File: src/rtl/port_rx_buffer_pkg.sv
// Shared definitions for the Port receive path: rx FSM state encoding and
// the line/FIFO defaults shared with the Port transmitter.
package port_rx_buffer_pkg;

    localparam int DEF_DATA_W       = 8;
    localparam int DEF_CLKS_PER_BIT = 16;
    localparam int DEF_DEPTH        = 8;

    typedef enum logic [2:0] {
        ST_IDLE,
        ST_START,
        ST_DATA,
        ST_STOP,
        ST_WAIT_IDLE
    } rx_state_e;

endpackage

File: src/rtl/port_rx_buffer_fifo.sv
// Circular FIFO with registered read data and registered empty/full flags,
// using the r/dout/is_empty/is_full handshake shared with the transmit side.
module rx_fifo #(
    parameter int DEPTH  = 8,
    parameter int DATA_W = 8
) (
    input  logic              clk,
    input  logic              reset,
    input  logic              push,
    input  logic              pop,
    input  logic [DATA_W-1:0] din,
    output logic [DATA_W-1:0] dout,
    output logic              is_empty,
    output logic              is_full,
    output logic              accepted
);

    localparam int PTR_W = $clog2(DEPTH);
    localparam int CNT_W = PTR_W + 1;
    localparam logic [CNT_W-1:0] FULL_CNT = CNT_W'(DEPTH);

    logic [DATA_W-1:0] mem [DEPTH];
    logic [PTR_W-1:0]  wr_ptr_q, wr_ptr_d, rd_ptr_q, rd_ptr_d;
    logic [CNT_W-1:0]  count_q, count_d;
    logic [DATA_W-1:0] dout_q, dout_d;
    logic              is_empty_q, is_empty_d, is_full_q, is_full_d;
    logic              pop_ok, push_ok;

    // NOTE: every always_comb output gets a default first so no path leaves it unassigned (no latch).
    always_comb begin
        pop_ok  = pop && !is_empty_q;
        // A read in the same cycle frees a slot, so a push into a full FIFO still lands.
        push_ok = push && (!is_full_q || pop_ok);

        wr_ptr_d = push_ok ? wr_ptr_q + PTR_W'(1) : wr_ptr_q;
        rd_ptr_d = pop_ok  ? rd_ptr_q + PTR_W'(1) : rd_ptr_q;
        dout_d   = pop_ok  ? mem[rd_ptr_q] : dout_q;

        count_d = count_q;
        if (push_ok && !pop_ok) begin
            count_d = count_q + CNT_W'(1);
        end else if (pop_ok && !push_ok) begin
            count_d = count_q - CNT_W'(1);
        end

        is_empty_d = (count_d == '0);
        is_full_d  = (count_d == FULL_CNT);
    end

    // NOTE: sequential state uses non-blocking assignments so every flop samples pre-edge values.
    always_ff @(posedge clk) begin
        if (reset) begin
            wr_ptr_q   <= '0;
            rd_ptr_q   <= '0;
            count_q    <= '0;
            dout_q     <= '0;
            is_empty_q <= 1'b1;
            is_full_q  <= 1'b0;
        end else begin
            wr_ptr_q   <= wr_ptr_d;
            rd_ptr_q   <= rd_ptr_d;
            count_q    <= count_d;
            dout_q     <= dout_d;
            is_empty_q <= is_empty_d;
            is_full_q  <= is_full_d;
        end
    end

    // NOTE: storage is not reset; the pointers and count define which entries are valid.
    always_ff @(posedge clk) begin
        if (push_ok) begin
            mem[wr_ptr_q] <= din;
        end
    end

    assign dout     = dout_q;
    assign is_empty = is_empty_q;
    assign is_full  = is_full_q;
    assign accepted = push_ok;

endmodule

File: src/rtl/port_rx_buffer.sv
// 8N1 serial receiver with mid-bit sampling feeding an rx_fifo that the hub
// drains; sticky frame/overrun error flags.
module port_rx_buffer
    import port_rx_buffer_pkg::*;
#(
    parameter int CLKS_PER_BIT = DEF_CLKS_PER_BIT,
    parameter int DEPTH        = DEF_DEPTH,
    parameter int DATA_W       = DEF_DATA_W
) (
    input  logic              clk,
    input  logic              reset,
    input  logic              rx,
    input  logic              r,
    output logic [DATA_W-1:0] dout,
    output logic              is_empty,
    output logic              is_full,
    output logic              rec_complete,
    output logic              frame_err,
    output logic              overrun,
    input  logic              err_clr
);

    localparam int CNT_W = $clog2(CLKS_PER_BIT);
    localparam int IDX_W = $clog2(DATA_W);
    localparam logic [CNT_W-1:0] HALF_M1  = CNT_W'(CLKS_PER_BIT / 2 - 1);
    localparam logic [CNT_W-1:0] BIT_M1   = CNT_W'(CLKS_PER_BIT - 1);
    localparam logic [IDX_W-1:0] LAST_IDX = IDX_W'(DATA_W - 1);

    logic              rx_meta_q, rx_s_q;
    rx_state_e         state_q, state_d;
    logic [CNT_W-1:0]  clk_cnt_q, clk_cnt_d;
    logic [IDX_W-1:0]  bit_idx_q, bit_idx_d;
    logic [DATA_W-1:0] shift_q, shift_d;
    logic              frame_err_q, frame_err_d;
    logic              overrun_q, overrun_d;
    logic              push, stop_bad, fifo_accepted;

    always_comb begin
        state_d   = state_q;
        clk_cnt_d = clk_cnt_q + CNT_W'(1);
        bit_idx_d = bit_idx_q;
        shift_d   = shift_q;
        push      = 1'b0;
        stop_bad  = 1'b0;

        case (state_q)
            ST_IDLE: begin
                clk_cnt_d = '0;
                if (!rx_s_q) begin
                    state_d   = ST_START;
                    bit_idx_d = '0;
                end
            end
            ST_START: begin
                // Re-check mid start bit; a line that is high again was a glitch.
                if (clk_cnt_q == HALF_M1) begin
                    clk_cnt_d = '0;
                    state_d   = rx_s_q ? ST_IDLE : ST_DATA;
                end
            end
            ST_DATA: begin
                if (clk_cnt_q == BIT_M1) begin
                    clk_cnt_d          = '0;
                    shift_d[bit_idx_q] = rx_s_q;
                    bit_idx_d          = bit_idx_q + IDX_W'(1);
                    if (bit_idx_q == LAST_IDX) begin
                        state_d = ST_STOP;
                    end
                end
            end
            ST_STOP: begin
                if (clk_cnt_q == BIT_M1) begin
                    clk_cnt_d = '0;
                    if (rx_s_q) begin
                        push    = 1'b1;
                        state_d = ST_IDLE;
                    end else begin
                        stop_bad = 1'b1;
                        state_d  = ST_WAIT_IDLE;
                    end
                end
            end
            ST_WAIT_IDLE: begin
                // Hold off until the line returns high so a break cannot retrigger.
                clk_cnt_d = '0;
                if (rx_s_q) begin
                    state_d = ST_IDLE;
                end
            end
            default: state_d = ST_IDLE;
        endcase
    end

    // Set wins over a simultaneous clear.
    always_comb begin
        frame_err_d = stop_bad | (frame_err_q & ~err_clr);
        overrun_d   = (push & ~fifo_accepted) | (overrun_q & ~err_clr);
    end

    always_ff @(posedge clk) begin
        if (reset) begin
            rx_meta_q   <= 1'b1;
            rx_s_q      <= 1'b1;
            state_q     <= ST_IDLE;
            clk_cnt_q   <= '0;
            bit_idx_q   <= '0;
            shift_q     <= '0;
            frame_err_q <= 1'b0;
            overrun_q   <= 1'b0;
        end else begin
            rx_meta_q   <= rx;
            rx_s_q      <= rx_meta_q;
            state_q     <= state_d;
            clk_cnt_q   <= clk_cnt_d;
            bit_idx_q   <= bit_idx_d;
            shift_q     <= shift_d;
            frame_err_q <= frame_err_d;
            overrun_q   <= overrun_d;
        end
    end

    rx_fifo #(
        .DEPTH  (DEPTH),
        .DATA_W (DATA_W)
    ) u_fifo (
        .clk      (clk),
        .reset    (reset),
        .push     (push),
        .pop      (r),
        .din      (shift_q),
        .dout     (dout),
        .is_empty (is_empty),
        .is_full  (is_full),
        .accepted (fifo_accepted)
    );

    assign rec_complete = fifo_accepted;
    assign frame_err    = frame_err_q;
    assign overrun      = overrun_q;

endmodule

File: config.mk
export PLATFORM = sky130hd
export DESIGN_NAME = port_rx_buffer
export DESIGN_NICKNAME = d
export VERILOG_FILES = /design/src/rtl/port_rx_buffer_pkg.sv /design/src/rtl/port_rx_buffer_fifo.sv /design/src/rtl/port_rx_buffer.sv
export SDC_FILE = /design/constraint.sdc
export NUM_CORES = 1
export LEC_CHECK = 0
export CAP_MARGIN = 10
export CORE_AREA = 5 5 110 92
export DETAILED_ROUTE_END_ITERATION = 12
export DIE_AREA = 0 0 115 97
export PLACE_DENSITY = 0.66
export SYNTH_ARGS = -nofsm -noshare
export SYNTH_HDL_FRONTEND = slang
export SYNTH_SLANG_ARGS = --single-unit
File: constraint.sdc
create_clock -name clk -period 3.2 [get_ports clk]
set_clock_uncertainty 0.1 [all_clocks]
set_input_delay 0.32 -clock clk [delete_from_list [all_inputs] [get_ports clk]]
set_output_delay 0.32 -clock clk [all_outputs]
set_load 0.03 [all_outputs]
==> results.toml, run 1 <==
[detailed_routing]
ant_nets = 0
wl_per_cell_microns = 16.6
avgViaCountPerCell = 5.38
vias = 2448
finalWirelength_microns = 7560
remaining_drc_errors = 0
drt_iter0_drc = 166
firstDrtPassIters = 4

[layout]
n_antenna_cell = 0
drive_above_1_share_pct = 15.3
fillerInstances = 742
multi_input_area_sq_mm = 0.00145
syn2layout_area_growth_pct = 11.9
fin_area_sq_mm = 0.00483
final_util_pct = 54.6
nets = 347
seq_area_sq_mm = 0.00276

[setup_path]
ff2ff_setup_slack_ns = 0.72
worstPathMaxFanout = 13
endpoint_kind = "register"
critPathRequiredTime_ns = 3.10
criticalPathCategory = "register to register"
arrival_ns = 2.38
r2r-end = "u_fifo.mem[7][2]"
startpoint_type = "register"
ff2ff_path_depth = 5
timing.rr.start = "state_q[1]"

[logic_synthesis]
synth_top_area_share_pct = 44.5
synthesis.nets = 325
synth_area_sq_mm = 0.00431
yosysSeqAreaShare_pct = 64.0
synthFlopType = "edfxtp_1"
ys_top_cells_by_area = "edfxtp_1, dfxtp_1, mux4_2, mux2i_1, nor2_1"
synth_edf_count = 64
synth_warnings = 0
syn_inst = 313
yosysTopAreaCell = "edfxtp_1"
synth_area_per_cell_sq_um = 13.8
synth_cell_types = 42
synthTopCellsByCount = "edfxtp_1, dfxtp_1, nor2_1, mux2i_1, nand2_1"
postSynth.asyncResetShare_pct = 0
synth_most_common_cell = "edfxtp_1"
synth-seq-cells = 106

[outcome]
status = "complete, no violations"

[placed_design]
io_buffers = 17
gp_congestion = 0.857
dpl_cell_area_sq_mm = 0.00464
dp_hpwl_microns = 5270

[timing]
fmax_mhz = 404
worstMarginPinSlew_ns = 0.884
finalCritPeriodShare_pct = 77.4
min_period_ns = 2.48
final_hold_viol_count = 0
setup_violations = 0
grt_setup_unrepaired = "no"
slew_viol_final = 0
setup_tns_ns = 0
slew_headroom_pct = 40.9

[pwr]
power.internal_mw = 2.02
swShare_pct = 28.2
pwr-share-clk_pct = 27.9
seqPwrFrac_pct = 54.7
irDropWorstVdd_uv = 363
powerDensity_mw_per_mm2 = 581
power_frac_comb_pct = 17.4
switchingPower_mw = 0.791
p_leak_nw = 1.65

[floorplanning]
row_count = 31
boundaryPins = 18
start_util_pct = 48.8
die_area_sq_mm = 0.0112
coreArea_sq_mm = 0.00884
die_height_microns = 97
die_x_microns = 115

[clocking]
cts_post_setup_buffers_inserted = 0
cts_max_path_buffers = 2
cts_max_level = 3
worst_skew_pair.late_latency_ns = 0.37
cts_root_buf = "clkbuf_8"
ctsHoldBuffers = 0
cts_resized = 0
clock_sinks = 106
cts_tree = "done"
numCtsBuffers = 9
cts.reportedPaths.clkPinSlew_ns = 0.10

[worst_hold_path]
hold_depth = 1
hold_path_end = "rx_s_q"
hold_path.startpoint = "rx_meta_q"
hold_class = "register to register"

[flow_run]
max_cap_violations = 0

[global_route]
track_usage_pct = 14.3
grt.overflow.total = 0
grt_pass1_vias = 2358
grt_max_degree = 27
grt_pass1_wl_microns = 12400
antenna_found_initial = 0
[flip-flops by register name (all words and copies together), names as in the netlist, 3 cells and up]
register         cells
shift_q              8
u_fifo.rd_ptr_q      3
bit_idx_q            3
u_fifo.count_q       4
u_fifo.wr_ptr_q      3
clk_cnt_q            4
state_q              3
u_fifo.mem          64
u_fifo.dout          8
[power by group through the flow]
stage	Combinational [mW]	Clock (mW)	Sequential, mW
2_1_floorplan	0.304	0	1.62
3_3_place_gp	0.482	0	1.56
3_5_place_dp	0.492	0	1.57
4_1_cts	0.493	0.809	1.53
5_1_grt	0.533	0.868	1.54
6_report	0.488	0.784	1.53
[stage by stage]
step	cells	setup slack (ns)	hold WS [ns]	power, mW
after global routing	455	0.514	0.374	2.94
after CTS	455	0.713	0.340	2.84
after floorplan	313	0.535	0.289	1.92
final	455	0.723	0.334	2.81
after global placement	439	0.659	0.295	2.04
after detailed placement	439	0.608	0.304	2.06
[layer usage]
layer | vias to the layer above | track usage [%] | share of wire, %
met3 | 6 | 5.05 | 6.9
met1 | 1175 | 21.2 | 49
met2 | 63 | 20.1 | 43
met4 | 0 | 3.52 | 0.85
li1 | 1204 | - | -
met5 | - | 0 | 0
[worst max-delay path, cell delays in order, from the launching register on]
cell and delay, ns:
dfxtp_1 0.59, and4_4 0.35, o2111ai_2 0.24, inv_1 0.17
nand2_1 0.11, nor2_1 0.54
[worst max-delay path by stage]
stage	from	to	slack, ns	cells after the start
after CTS	state_q[1]	u_fifo.mem[7][2]	0.71	5
after global routing	state_q[1]	u_fifo.mem[7][2]	0.51	5
final	state_q[1]	u_fifo.mem[7][2]	0.72	5
after global placement	r	u_fifo.mem[7][1]	0.66	6
after floorplan	u_fifo.is_empty	u_fifo.mem[6][0]	0.54	6
after detailed placement	r	u_fifo.mem[7][2]	0.61	6
[layout by cell type (no fill, tap or decap), types with 4 or more instances in the layout]
cell type	count
edfxtp_1	64
dfxtp_1	42
nor2_1	38
nand2_1	19
mux2i_1	19
mux4_2	16
clkdlybuf4s50_1	16
buf_4	12
a211oi_1	10
inv_1	9
nor3_1	9
clkbuf_8	9
a21oi_1	8
xnor2_1	7
ha_1	7
nor3b_1	4
xor2_1	4
nand3_1	4
[cell families (layout without fill, tap and decap cells)]
kind of cell / Yosys count / in the layout / share of synthesized area (%)
AO/OA/AOI/OAI: 29 / 29 / 4.79
XOR/XNOR: 11 / 11 / 2.23
adder cells (fa/ha/maj): 7 / 7 / 2.03
buffers and inverters: 26 / 53 / 2.41
flip-flops: 106 / 106 / 64.0
multiplexers: 36 / 36 / 13.1
AND/OR/NAND/NOR: 98 / 98 / 11.4
[area by class of cell]
type                            count  share of cell area [%]
Timing Repair Buffer               28                    5.18
Sequential cell                   106                    57.2
Clock buffer                        9                    2.56
Tap cell                          115                    2.98
Inverter                            9                   0.699
Multi-Input combinational cell    181                    30.0
Clock inverter                      7                    1.35
Power figures use the tool's default switching activity.
==> inputs of run 2 (changes only) <==
--- a/config.mk
+++ b/config.mk
@@ -9,7 +9,7 @@
 export CORE_AREA = 5 5 110 92
 export DETAILED_ROUTE_END_ITERATION = 12
 export DIE_AREA = 0 0 115 97
-export PLACE_DENSITY = 0.66
+export PLACE_DENSITY = 0.69
 export SYNTH_ARGS = -nofsm -noshare
 export SYNTH_HDL_FRONTEND = slang
 export SYNTH_SLANG_ARGS = --single-unit
==> constraint.sdc (replaced) <==
create_clock -name clk -period 2 [get_ports clk]
set_clock_uncertainty 0.1 [all_clocks]
set_input_delay 0.2 -clock clk [delete_from_list [all_inputs] [get_ports clk]]
set_output_delay 0.2 -clock clk [all_outputs]
set_load 0.03 [all_outputs]
==> run 2 against run 1 <==
  * Setup slack lost 0.65 ns
  * Clock power grew 48%
  * Critical endpoint is now u_fifo.mem[2][1]
  * Cell count grew 3.5%
  * Sequential power grew 60%
  * Design area grew 5.4%
  * Largest cell class unchanged
  * Critical path depth grew 1
  * Routed wire length grew 6.1%
  * Via count grew 3.4%
  * Sequential share of layout area shrank 2.9 points
  * Die area is the same
==> results.toml, run 2 (synthesis gave the netlist of run 1 again) <==
[timing]
setup_violations = 0
finalCritPeriodShare_pct = 96.4
setup_ws_ns = 0.0722
grt_setup_unrepaired = "yes"
slew_viol_final = 0
min_period_ns = 1.93
worstMarginPinSlew_ns = 0.573
whs_ns = 0.313
setup_tns_ns = 0
fmax_mhz = 519
slew_headroom_pct = 61.7
final_hold_viol_count = 0

[placed_design]
pre_cts_ws_ns = -0.197
gp_congestion = 0.771
io_buffers = 17
dp_hpwl_microns = 5720

[outcome]
status = "complete, no violations"

[global_route]
track_usage_pct = 15.3
antenna_found_initial = 0
grt_max_degree = 28
grt_pass1_vias = 2442
grt_pass1_wl_microns = 12900
grt.overflow.total = 0

[flow_run]
max_cap_violations = 0

[pwr]
powerDensity_mw_per_mm2 = 869
irDropWorstVdd_uv = 561
p_leak_nw = 1.74

[clocking]
cts_max_path_buffers = 2
cts_tree = "done"
ctsHoldBuffers = 0
worst_skew_pair.late_latency_ns = 0.37
cts_root_buf = "clkbuf_8"
cts_max_level = 3
numCtsBuffers = 9
cts.reportedPaths.clkPinSlew_ns = 0.09
clock_sinks = 106

[floorplanning]
die_area_sq_mm = 0.0112
die_height_microns = 97
row_count = 31
coreArea_sq_mm = 0.00884
start_util_pct = 48.8
boundaryPins = 18
die_x_microns = 115

[setup_path]
cp_slowest_cell = "dfxtp_2"
cp_slowest_stage_delay_ns = 0.37
critPathLaunch = "clk_cnt_q[0]"
critPathRequiredTime_ns = 1.97
criticalPathCategory = "register to register"
critical_path.top_delay_family = "simple AND/OR/NAND/NOR gates"
timing.rr.start = "clk_cnt_q[0]"
path_buf_inv = 2
worstPathMaxFanout = 4
path_cells = "ha_4 -> and4_4 -> o2111ai_4 -> buf_4 -> nor4b_4 -> buf_4"
crit_path_frequent_cell = "buf_4"
arrival_ns = 1.90
startpoint_type = "register"
endpoint_kind = "register"

[detailed_routing]
finalWirelength_microns = 8020
firstDrtPassIters = 5
drt_iter0_drc = 181
avgViaCountPerCell = 5.37
remaining_drc_errors = 0
wl_per_cell_microns = 17.0
vias = 2531
ant_nets = 0

[worst_hold_path]
hold_path.startpoint = "rx"
hold_class = "primary input to register"

[layout]
fillerInstances = 702
nets = 363
n_antenna_cell = 0
top_register = "u_fifo.mem"
layout_commonest_cell = "edfxtp_1"
drive_above_1_share_pct = 22.2
final_cell_mix = "edfxtp_1, dfxtp_1, nor2_1"
syn2layout_area_growth_pct = 18.0
largest_reg_flops = 64
-- run 2: cell count changes in the layout (fill, tap and decap cells not counted), moves of 3 or more --
cell    delta
inv_4      +3
inv_8      -3
buf_4     +11
buf_12     +3
-- run 2: worst paths after layout --
path	to	slack (ns)	depth (start not counted)
worst max register to register	u_fifo.mem[2][1]	0.07	6
worst min-delay path	rx_meta_q	0.31	2
worst min register to register	clk_cnt_q[0]	0.35	1
worst max-delay path	u_fifo.mem[2][1]	0.07	6
-- run 2: metrics by stage --
stage / instances / power, mW / cell area [sq um] / util, %
6_report: 471 / 4.42 / 5090 / 57.6
5_1_grt: 471 / 4.64 / 5090 / 57.6
4_1_cts: 469 / 4.48 / 5070 / 57.3
3_5_place_dp: 452 / 3.31 / 4890 / 55.3
3_3_place_gp: 452 / 3.30 / 4890 / 55.3
2_1_floorplan: 313 / 3.08 / 4430 / -
-- run 2: final cells by class --
class                           instances  area (sq um)  area share, %
Tap cell                              115           144           2.83
Clock buffer                           12           146           2.88
Timing Repair Buffer                   44           415           8.16
Inverter                                9          36.3          0.713
Clock inverter                          4          25.0          0.492
Multi-Input combinational cell        181          1560           30.6
Sequential cell                       106          2770           54.3
-- run 2: timing repair --
item                                   CTS  global route
setup endpoints to repair                8            15
setup buffers                            1             2
pin swaps                                1             2
resized for setup                        0             2
gates cloned                             0             0
endpoints found under the hold margin    0             0
-- run 2: where the power goes --
| part | switching, mW | internal [mW] | leakage [nW] |
|---|---|---|---|
| Sequential | 0.0754 | 2.37 | 0.935 |
| Clock | 0.671 | 0.493 | 0.0918 |
| Combinational | 0.425 | 0.384 | 0.715 |
-- run 2: per-layer routing --
metal  wire length, microns  GRT usage, %
met1                   3830          21.7
met3                    441          4.80
met2                   3690          22.9
met5                      0             0
met4                     59          4.06
